<file path="src/rtl/q2_sequencer.sv">
// q2_sequencer -- machine-state sequencer for the Q2 CPU.
//
// Walks each instruction through FETCH, DEREF, LOAD, EXEC (two clocks each,
// phase A then a phase B commit clock with ws=1) and an 8-cycle ALU shift.
// The instruction byte is latched from dbus on the edge that ends FETCH
// phase B. Front-panel run/step gating parks the machine at FETCH phase A.
//
// Ports:
//   clk, rst           clock, synchronous active-high reset
//   run                level: 1 = free-run, 0 = halt at next FETCH
//   step               pulse: while halted, run exactly one instruction
//   dbus[7:0]          instruction byte, sampled at the end of FETCH phase B
//   s0/ns0, s1/ns1     {s1,s0}: 00 FETCH, 01 DEREF, 10 LOAD, 11 EXEC (00 in ALU)
//   s2, s3             ALU shift: s2 on cycles 0-6, s3 on cycle 7
//   ws                 write strobe (commit clock of a state)
//   o0..o2 / no0..no2  latched opcode dbus[7:5] and complements
//   deref              latched indirect bit dbus[4]
//   halted             parked at FETCH phase A waiting for run/step
module q2_sequencer (
   input  logic       clk,
   input  logic       rst,
   input  logic       run,
   input  logic       step,
   input  logic [7:0] dbus,
   output logic       s0,
   output logic       ns0,
   output logic       s1,
   output logic       ns1,
   output logic       s2,
   output logic       s3,
   output logic       ws,
   output logic       o0,
   output logic       no0,
   output logic       o1,
   output logic       no1,
   output logic       o2,
   output logic       no2,
   output logic       deref,
   output logic       halted
);

   typedef enum logic [2:0] {
      ST_FETCH = 3'd0,
      ST_DEREF = 3'd1,
      ST_LOAD  = 3'd2,
      ST_EXEC  = 3'd3,
      ST_ALU   = 3'd4
   } state_t;

   state_t     state_q, state_d;
   logic       phase_q, phase_d;        // 0 = phase A, 1 = phase B
   logic [2:0] alu_cnt_q, alu_cnt_d;
   logic [2:0] op_q, op_d;
   logic       deref_q, deref_d;
   logic       pend_q, pend_d;          // one-shot step request
   logic       step_prev_q, step_prev_d;
   logic       halted_q, halted_d;

   logic       step_rise;
   logic       leave_fetch_a;

   always_comb begin
      state_d       = state_q;
      phase_d       = phase_q;
      alu_cnt_d     = alu_cnt_q;
      op_d          = op_q;
      deref_d       = deref_q;
      pend_d        = pend_q;
      step_prev_d   = step;
      leave_fetch_a = 1'b0;
      step_rise     = step & ~step_prev_q;

      case (state_q)
         ST_FETCH: begin
            if (!phase_q) begin
               if (run || pend_q) begin
                  phase_d       = 1'b1;
                  leave_fetch_a = 1'b1;
               end
            end else begin
               // Exit decision uses the bits being latched on this edge.
               op_d    = dbus[7:5];
               deref_d = dbus[4];
               phase_d = 1'b0;
               if (dbus[4])      state_d = ST_DEREF;
               else if (!dbus[7]) state_d = ST_LOAD;
               else              state_d = ST_EXEC;
            end
         end
         ST_DEREF: begin
            if (!phase_q) phase_d = 1'b1;
            else begin
               phase_d = 1'b0;
               state_d = op_q[2] ? ST_EXEC : ST_LOAD;
            end
         end
         ST_LOAD: begin
            if (!phase_q) phase_d = 1'b1;
            else begin
               phase_d = 1'b0;
               state_d = ST_EXEC;
            end
         end
         ST_EXEC: begin
            if (!phase_q) phase_d = 1'b1;
            else begin
               phase_d   = 1'b0;
               alu_cnt_d = 3'd0;
               state_d   = op_q[2] ? ST_FETCH : ST_ALU;
            end
         end
         ST_ALU: begin
            if (alu_cnt_q == 3'd7) begin
               alu_cnt_d = 3'd0;
               state_d   = ST_FETCH;
            end else begin
               alu_cnt_d = alu_cnt_q + 3'd1;
            end
         end
         default: begin
            state_d   = ST_FETCH;
            phase_d   = 1'b0;
            alu_cnt_d = 3'd0;
         end
      endcase

      // Pending step: consumed when FETCH A is left, armed by a fresh rising
      // edge of step while halting, and overridden by run.
      if (leave_fetch_a)      pend_d = 1'b0;
      if (step_rise && !run)  pend_d = 1'b1;
      if (run)                pend_d = 1'b0;

      halted_d = (state_d == ST_FETCH) && !phase_d && !run && !pend_d;
   end

   always_ff @(posedge clk) begin
      if (rst) begin
         state_q     <= ST_FETCH;
         phase_q     <= 1'b0;
         alu_cnt_q   <= 3'd0;
         op_q        <= 3'd0;
         deref_q     <= 1'b0;
         pend_q      <= 1'b0;
         step_prev_q <= step;
         halted_q    <= !run;
      end else begin
         state_q     <= state_d;
         phase_q     <= phase_d;
         alu_cnt_q   <= alu_cnt_d;
         op_q        <= op_d;
         deref_q     <= deref_d;
         pend_q      <= pend_d;
         step_prev_q <= step_prev_d;
         halted_q    <= halted_d;
      end
   end

   // Outputs decode only flop state, so there is no path from the inputs.
   assign s0     = (state_q == ST_DEREF) || (state_q == ST_EXEC);
   assign s1     = (state_q == ST_LOAD)  || (state_q == ST_EXEC);
   assign s2     = (state_q == ST_ALU) && (alu_cnt_q != 3'd7);
   assign s3     = (state_q == ST_ALU) && (alu_cnt_q == 3'd7);
   assign ws     = (state_q == ST_ALU) ? (alu_cnt_q == 3'd7) : phase_q;
   assign ns0    = ~s0;
   assign ns1    = ~s1;
   assign o0     = op_q[0];
   assign o1     = op_q[1];
   assign o2     = op_q[2];
   assign no0    = ~op_q[0];
   assign no1    = ~op_q[1];
   assign no2    = ~op_q[2];
   assign deref  = deref_q;
   assign halted = halted_q;

endmodule
</file>
<file path="config.mk">
export PLATFORM = sky130hd
export DESIGN_NAME = q2_sequencer
export DESIGN_NICKNAME = d
export VERILOG_FILES = /design/src/rtl/q2_sequencer.sv
export SDC_FILE = /design/constraint.sdc
export NUM_CORES = 1
export LEC_CHECK = 0
export BUFFER_PORTS_ARGS = -buffer_cell sky130_fd_sc_hd__buf_2
export CAP_MARGIN = 15
export CORE_ASPECT_RATIO = 1.25
export CORE_MARGIN = 2
export CORE_UTILIZATION = 35
export CTS_CLUSTER_DIAMETER = 80
export DETAILED_ROUTE_END_ITERATION = 12
export GPL_TIMING_DRIVEN = 0
export SYNTH_ARGS = -nofsm -noshare
export SYNTH_HDL_FRONTEND = slang
export SYNTH_SLANG_ARGS = --single-unit
</file>
<file path="constraint.sdc">
create_clock -name clk -period 1.83 [get_ports clk]
set_clock_uncertainty 0.15 [all_clocks]
set_input_delay 0.183 -clock clk [delete_from_list [all_inputs] [get_ports clk]]
set_output_delay 0.183 -clock clk [all_outputs]
set_load 0.01 [all_outputs]
</file>
==> Word level (Yosys, flattened, before mapping) <==
Index checks and enable logic that the tools add are counted.
W data, S select, Z words.
{ "op_classes": {"n_lt_le_gt_ge": 0, "div": 0, "n_shift": 0, "eq_ne": 7, "multipliers": 0, "reduce_logical": 18, "mux": 23, "addsub": 1, "bitwise": 8} }
{ "op_table": {"columns": ["cell", "count"], "rows": [
  ["$mux W3", 8],
  ["$pmux W3 S5", 1],
  ["$mux W1", 11],
  ["$pmux W3 S3", 1],
  ["$not A1 Y1", 7],
  ["$eq A3 B2 Y1 const B", 2],
  ["$eq A3 B3 Y1 const B", 2],
  ["$logic_and A1 B1 Y1", 6],
  ["$logic_not A3 Y1", 2],
  ["$reduce_or A3 Y1", 2],
  ["$reduce_and A2 Y1", 2],
  ["$add A3 B1 Y3 const B", 1],
  ["$eq A3 B1 Y1 const B", 1],
  ["$logic_not A1 Y1", 3],
  ["$logic_or A1 B1 Y1", 3],
  ["$ne A3 B3 Y1 const B", 1],
  ["$pmux W1 S3", 1],
  ["$mux W2", 1],
  ["$ne A2 B2 Y1 const B", 1],
  ["$and A1 B1 Y1", 1]
]} }
{ "word_totals": {"romBits": 0, "out_inout_bits": 15, "wordCells": 65, "ram_bits": 0, "latch_bits": 0, "reg_bits": 14, "input_bits": 12, "mem_count": 0} }

==> Logic depth before layout (Yosys ltp) <==
{ "logic_depth": {"depth_word": 10, "depth_mapped": 5, "depth_no_buf": 5} }

==> Least setup slack after synthesis <==
No wires, ideal clock.
{ "synth_timing": {"path_type": "register -> register", "startpoint": "reg state_q[1]", "endpoint": "reg halted_q, in the netlist halted", "required_ns": 1.556, "period_less_slack_ns": 1.590, "arrival_time_ns": 1.316, "setup_time_ns": 0.124, "setup_slack_ns": 0.240, "path_stages_with_launch": 6, "path_buffers": 1, "path_cell_list": "dfxtp_1 buf_2 or3b_2 o32a_1 a41oi_2 nor3_2"} }
{ "synth_between": {"elab_chain_len": 8, "word_cells_on_any_way": 24, "cone_classes": "4 x eq/ne; 12 x mux; 8 x reduce/logical"} }
{ "synth_rtl": {"columns": ["item", "line", "rtl"], "rows": [
  ["start: declaration", "50", "state_t state_q, state_d;"],
  ["start signal: assignment", "147", "state_q <= state_d;"],
  ["$eq A3 B1 Y1 (tied with other cells)", "73", "case (state_q)"],
  ["$reduce_or A3 Y1 (no line) or $mux W1 (tied branches)", null, null],
  ["$pmux W1 S3 or $mux W1 (tied branches)", "73, 129", null],
  ["$logic_not A1 Y1 or $mux W1 (tied branches)", "133, 130", null],
  ["$logic_and A1 B1 Y1 or $mux W1 (tied branches)", "133, 131", null],
  ["$logic_and A1 B1 Y1 or $logic_not A1 Y1 (tied branches)", "133", "halted_d = (state_d == ST_FETCH) && !phase_d && !run && !pend_d;"],
  ["$logic_and A1 B1 Y1 *", "133", null],
  ["$mux W1 *", "137", "if (rst) begin"],
  ["end signal: assignment", "145", "halted_q <= !run;"],
  ["end signal: assignment", "154", "halted_q <= halted_d;"],
  ["end: declaration", "57", "logic halted_q, halted_d;"]
]} }
Every way passes the cells marked *; elsewhere a longest branch is shown, timed or not.
A chain may end at the register's enable or synchronous reset.

==> Worst setup path after layout <==
{ "layout_timing": {"startpoint": "reg state_q[0]", "endpoint": "out ws"} }
{ "layout_between": {"elab_chain_len": 2} }
{ "layout_rtl": {"columns": ["item", "line", "rtl"], "rows": [
  ["$eq A3 B3 Y1", "163", "assign ws = (state_q == ST_ALU) ? (alu_cnt_q == 3'd7) : phase_q;"],
  ["$mux W1", "163", null],
  ["end: declaration", "31", "output logic ws,"]
]} }
Every way passes these cells.

==> summary by stage <==
Synth
After synthesis, the mean cell area works out to 8.967 um^2. Of the post-synthesis cell area, the dominant cell type holds 0.4007. Of the total synthesized cell area, the portion taken by XOR and XNOR cells is 0.

The number of warnings reported in the yosys synthesis log is 0. Of the synthesized area, sequential elements account for 0.4007. Summing every instance area after synthesis gives 699.4 um^2.

The synthesized instance count is 78. Of the total synthesized cell area, the portion taken by full adders, half adders and majority gates is 0.03578. The main combinational cell family by area after synthesis is simple AND/OR/NAND/NOR gates. Yosys attributes the largest share of cell area to dfxtp_1, nor2_1, mux2i_1, inv_1, ha_1. The synthesized-area fraction occupied by ao, oa, aoi and oai cells is 0.1574. Synthesis instantiated 33 different standard cells from the library.

The simple logic cell fraction of the synthesized area is 0.2773. Synthesis inferred 14 register bits. The multiplexer area fraction after synthesis is 0.05725. The total nets after synthesis is 92. The largest total area in the synthesized netlist belongs to dfxtp_1.

Global route
The number of global-route vias before repair is 643. For this run the aggregate overflow at the end of global routing stands at 0. Entering global routing, the biggest net connects 11 pins. The wire length of the first global-routing pass is 2608 um.

The initial antenna violation count is 0. For this run, the total global-route usage over all layers was measured as 0.1451.

Clock tree
The tree is rooted in a clkbuf_4. The clock latency at the later pin of the worst-skew pair is 0.27 ns. Clock-pin slew was measured on the worst setup and hold paths at 0.09 ns.

The clock buffer count from CTS is 3. The longest clock path from root to sink contains 2 buffers. TritonCTS built the clock tree. The total number of H-tree levels is 1. CTS saw 14 sinks.

Setup path
The count of cells along the worst register-to-register path is 5. The worst setup path is captured at an output pin. In this run the critical register-to-register path is launched from state_q[1]$_SDFF_PP0_. The kind of critical path is reg -> out. The largest fanout of any net on the critical path is 7. STA classifies the critical path startpoint as a register. The data required time at the worst endpoint is 1.50 ns. The critical path arrival is 1.47 ns. The endpoint of the worst register-to-register path is halted$_DFF_P_.

In this run the register-to-register setup slack is 0.08 ns.

STA
Measured against its own limit, the worst slew margin works out to 0.6942. In the post-route analysis, the smallest setup slack over all paths is 0.03120 ns. Setup violations remaining at the end of the flow were counted as 0. For the pin with the worst max-slew slack, the measured transition is 0.4587 ns. The maximum frequency from static timing analysis is 555.9 MHz.

The final cycle utilization of the critical path is 0.9830. The number of endpoints with negative hold slack in the final report came to 0. The number of max-slew violations in the final report was 0. For the final routed database, the setup TNS stands at 0 ns. Final hold analysis gives a worst-case slack of 0.007217 ns.

The final period demand of the worst path is 1.799 ns.

Final layout
The number of non-filler instances in the completed layout is 134. The number of inserted diodes is 0. The area growth from synthesis to layout is 40.43%. The ratio of cells with drive above 1 in the final layout is 0.4386.

The net count reported at finish is 129. Fill cells in the final layout number 197.

Detailed routing
The first-pass iteration count of the detailed router is 3. For this block, the initial DRC count from the detailed router was 12. The ratio of routed vias to standard cells is 5.075. The total length of routed wires is 1683 um. The number of vias after detailed routing is 680. The number of antenna-violating nets in the routed design is 0.

The post-route DRC violation count is 0. The wire length per cell after detailed routing is 12.56 um.

Power
The reported leakage power is 0.0004462 uW. The cell-internal power is 531.8 uW. The share of total power dissipated in sequential elements is 0.472. The proportion of power drawn by combinational gates is 0.229. Of the total power, the share spent switching nets is 0.2710. The fraction of power consumed by the clock network is 0.300. The design draws 729.5 uW.

Across the VDD grid, the largest voltage drop is 0.5036 mV. The power per cell area is 742.7 nW/um^2. The net switching power of the design is 197.7 uW.

Min path
The end point of the most critical hold path is op_q[0]$_SDFFE_PP0P_. The hold-critical path depth is 3. The worst min-delay path class is in -> reg.

The launch instance of the worst min-delay path is dbus[5].

Placed design
The routability congestion estimate from global placement is 0.7199. The worst setup timing slack at the placement stage is 0.1240 ns. The count of buffers added on input and output ports is 22. The number of instances in the placed design is 120. The estimated wirelength of the detail-placed design is 1147 um.

Floorplan
The die is 43.99 um wide. The overall die area is 2374 um^2. The I/O pin count is 27. The initial cell density of the core is 0.3611.

The initialized floorplan defines 18 standard-cell rows. In this run the standard cell core region covers 1937 um^2. The vertical die dimension is 53.98 um.

Flow run
The number of maximum-capacitance constraint violations is 0.

Outcome
The run finished with clean final reports.
## cells in the final DEF, fill, tap and decap left out, drive strengths merged, types with 3 or more instances in the layout
| master | count |
|---|---|
| a21oi | 4 |
| buf | 30 |
| clkbuf | 6 |
| dfxtp | 14 |
| dlygate4sd3 | 4 |
| inv | 7 |
| mux2i | 4 |
| nor2 | 13 |
| nor2b | 3 |
| nor3 | 4 |
## per-layer routing
layer	part of all wire	wire length [um]	track usage
met4	0	0	0.03030
met5	0	0	0
met3	0.053	90	0.04027
met2	0.52	872	0.2672
met1	0.43	721	0.1653
## repair_timing
action	in CTS	in global routing
setup endpoints to repair	2	1
endpoints found under the hold margin	5	0
resized for setup	6	6
pin swaps	1	1
hold buffers	4	0
setup buffers	2	5
## power groups by stage
| stage | logic (uW) | registers [uW] | clock network, uW |
|---|---|---|---|
| 5_1_grt | 181 | 347 | 246 |
| 3_5_place_dp | 150 | 345 | 0 |
| 2_1_floorplan | 98.2 | 346 | 0 |
| 6_report | 167 | 344 | 219 |
| 3_3_place_gp | 147 | 344 | 0 |
| 4_1_cts | 163 | 338 | 225 |
## synthesized netlist by cell type (all sizes together)
| master | instances |
|---|---|
| a211o | 1 |
| a211oi | 1 |
| a21o | 1 |
| a21oi | 4 |
| a22oi | 2 |
| a41oi | 1 |
| and2 | 1 |
| and3 | 2 |
| buf | 2 |
| clkbuf | 2 |
| dfxtp | 14 |
| ha | 2 |
| inv | 7 |
| mux2i | 4 |
| nand2 | 2 |
| nand2b | 2 |
| nand4 | 1 |
| nor2 | 13 |
| nor2b | 3 |
| nor3 | 4 |
| nor4 | 1 |
| o21ai | 2 |
| o311ai | 1 |
| o32a | 1 |
| or2b | 1 |
| or3b | 1 |
| or4 | 1 |
| or4b | 1 |
## flip-flops by register name, summed over array words and instances (netlist names)
name / flops
pend_q: 1
state_q: 3
halted: 1
op_q: 3
deref: 1
step_prev_q: 1
phase_q: 1
alu_cnt_q: 3
## through the flow
step                        util  area [um^2]
after detailed placement  0.4309        834.6
after floorplan                -        699.4
after global routing      0.5071        982.2
after global placement    0.4309        834.6
after CTS                 0.4851        939.7
final                     0.5071        982.2
## worst max path at each step
stage / startpoint / to / cells past startpoint
3_5_place_dp: state_q[1]$_SDFF_PP0_ / halted$_DFF_P_ / 5
6_report: state_q[0]$_SDFF_PP0_ / ws / 4
4_1_cts: state_q[1]$_SDFF_PP0_ / ws / 4
2_1_floorplan: state_q[1]$_SDFF_PP0_ / halted$_DFF_P_ / 5
5_1_grt: state_q[0]$_SDFF_PP0_ / ws / 4
3_3_place_gp: state_q[1]$_SDFF_PP0_ / halted$_DFF_P_ / 5
## kinds of logic (layout without fill, tap and decap cells)
| logic type | count (synthesis) | after routing |
|---|---|---|
| flops | 14 | 14 |
| mux | 4 | 4 |
| simple gates | 33 | 33 |
| fa+ha+maj | 2 | 2 |
| compound gates | 14 | 14 |
| buf+inv | 11 | 47 |
## cell type report
| type | instances | area (um^2) | area share |
|---|---|---|---|
| Multi-Input combinational cell | 53 | 381.6 | 0.3885 |
| Timing Repair Buffer | 33 | 209.0 | 0.2127 |
| Inverter | 7 | 26.28 | 0.02675 |
| Clock buffer | 4 | 36.28 | 0.03694 |
| Tap cell | 20 | 25.02 | 0.02548 |
| Buffer | 3 | 20.02 | 0.02038 |
| Sequential cell | 14 | 284.0 | 0.2892 |
## worst max-delay path: stages (launching register included)
cell,delay [ns]
dfxtp_2,0.33
buf_6,0.12
or3b_4,0.40
a21o_2,0.23
buf_6,0.11
(Power assumes the default switching activity.)
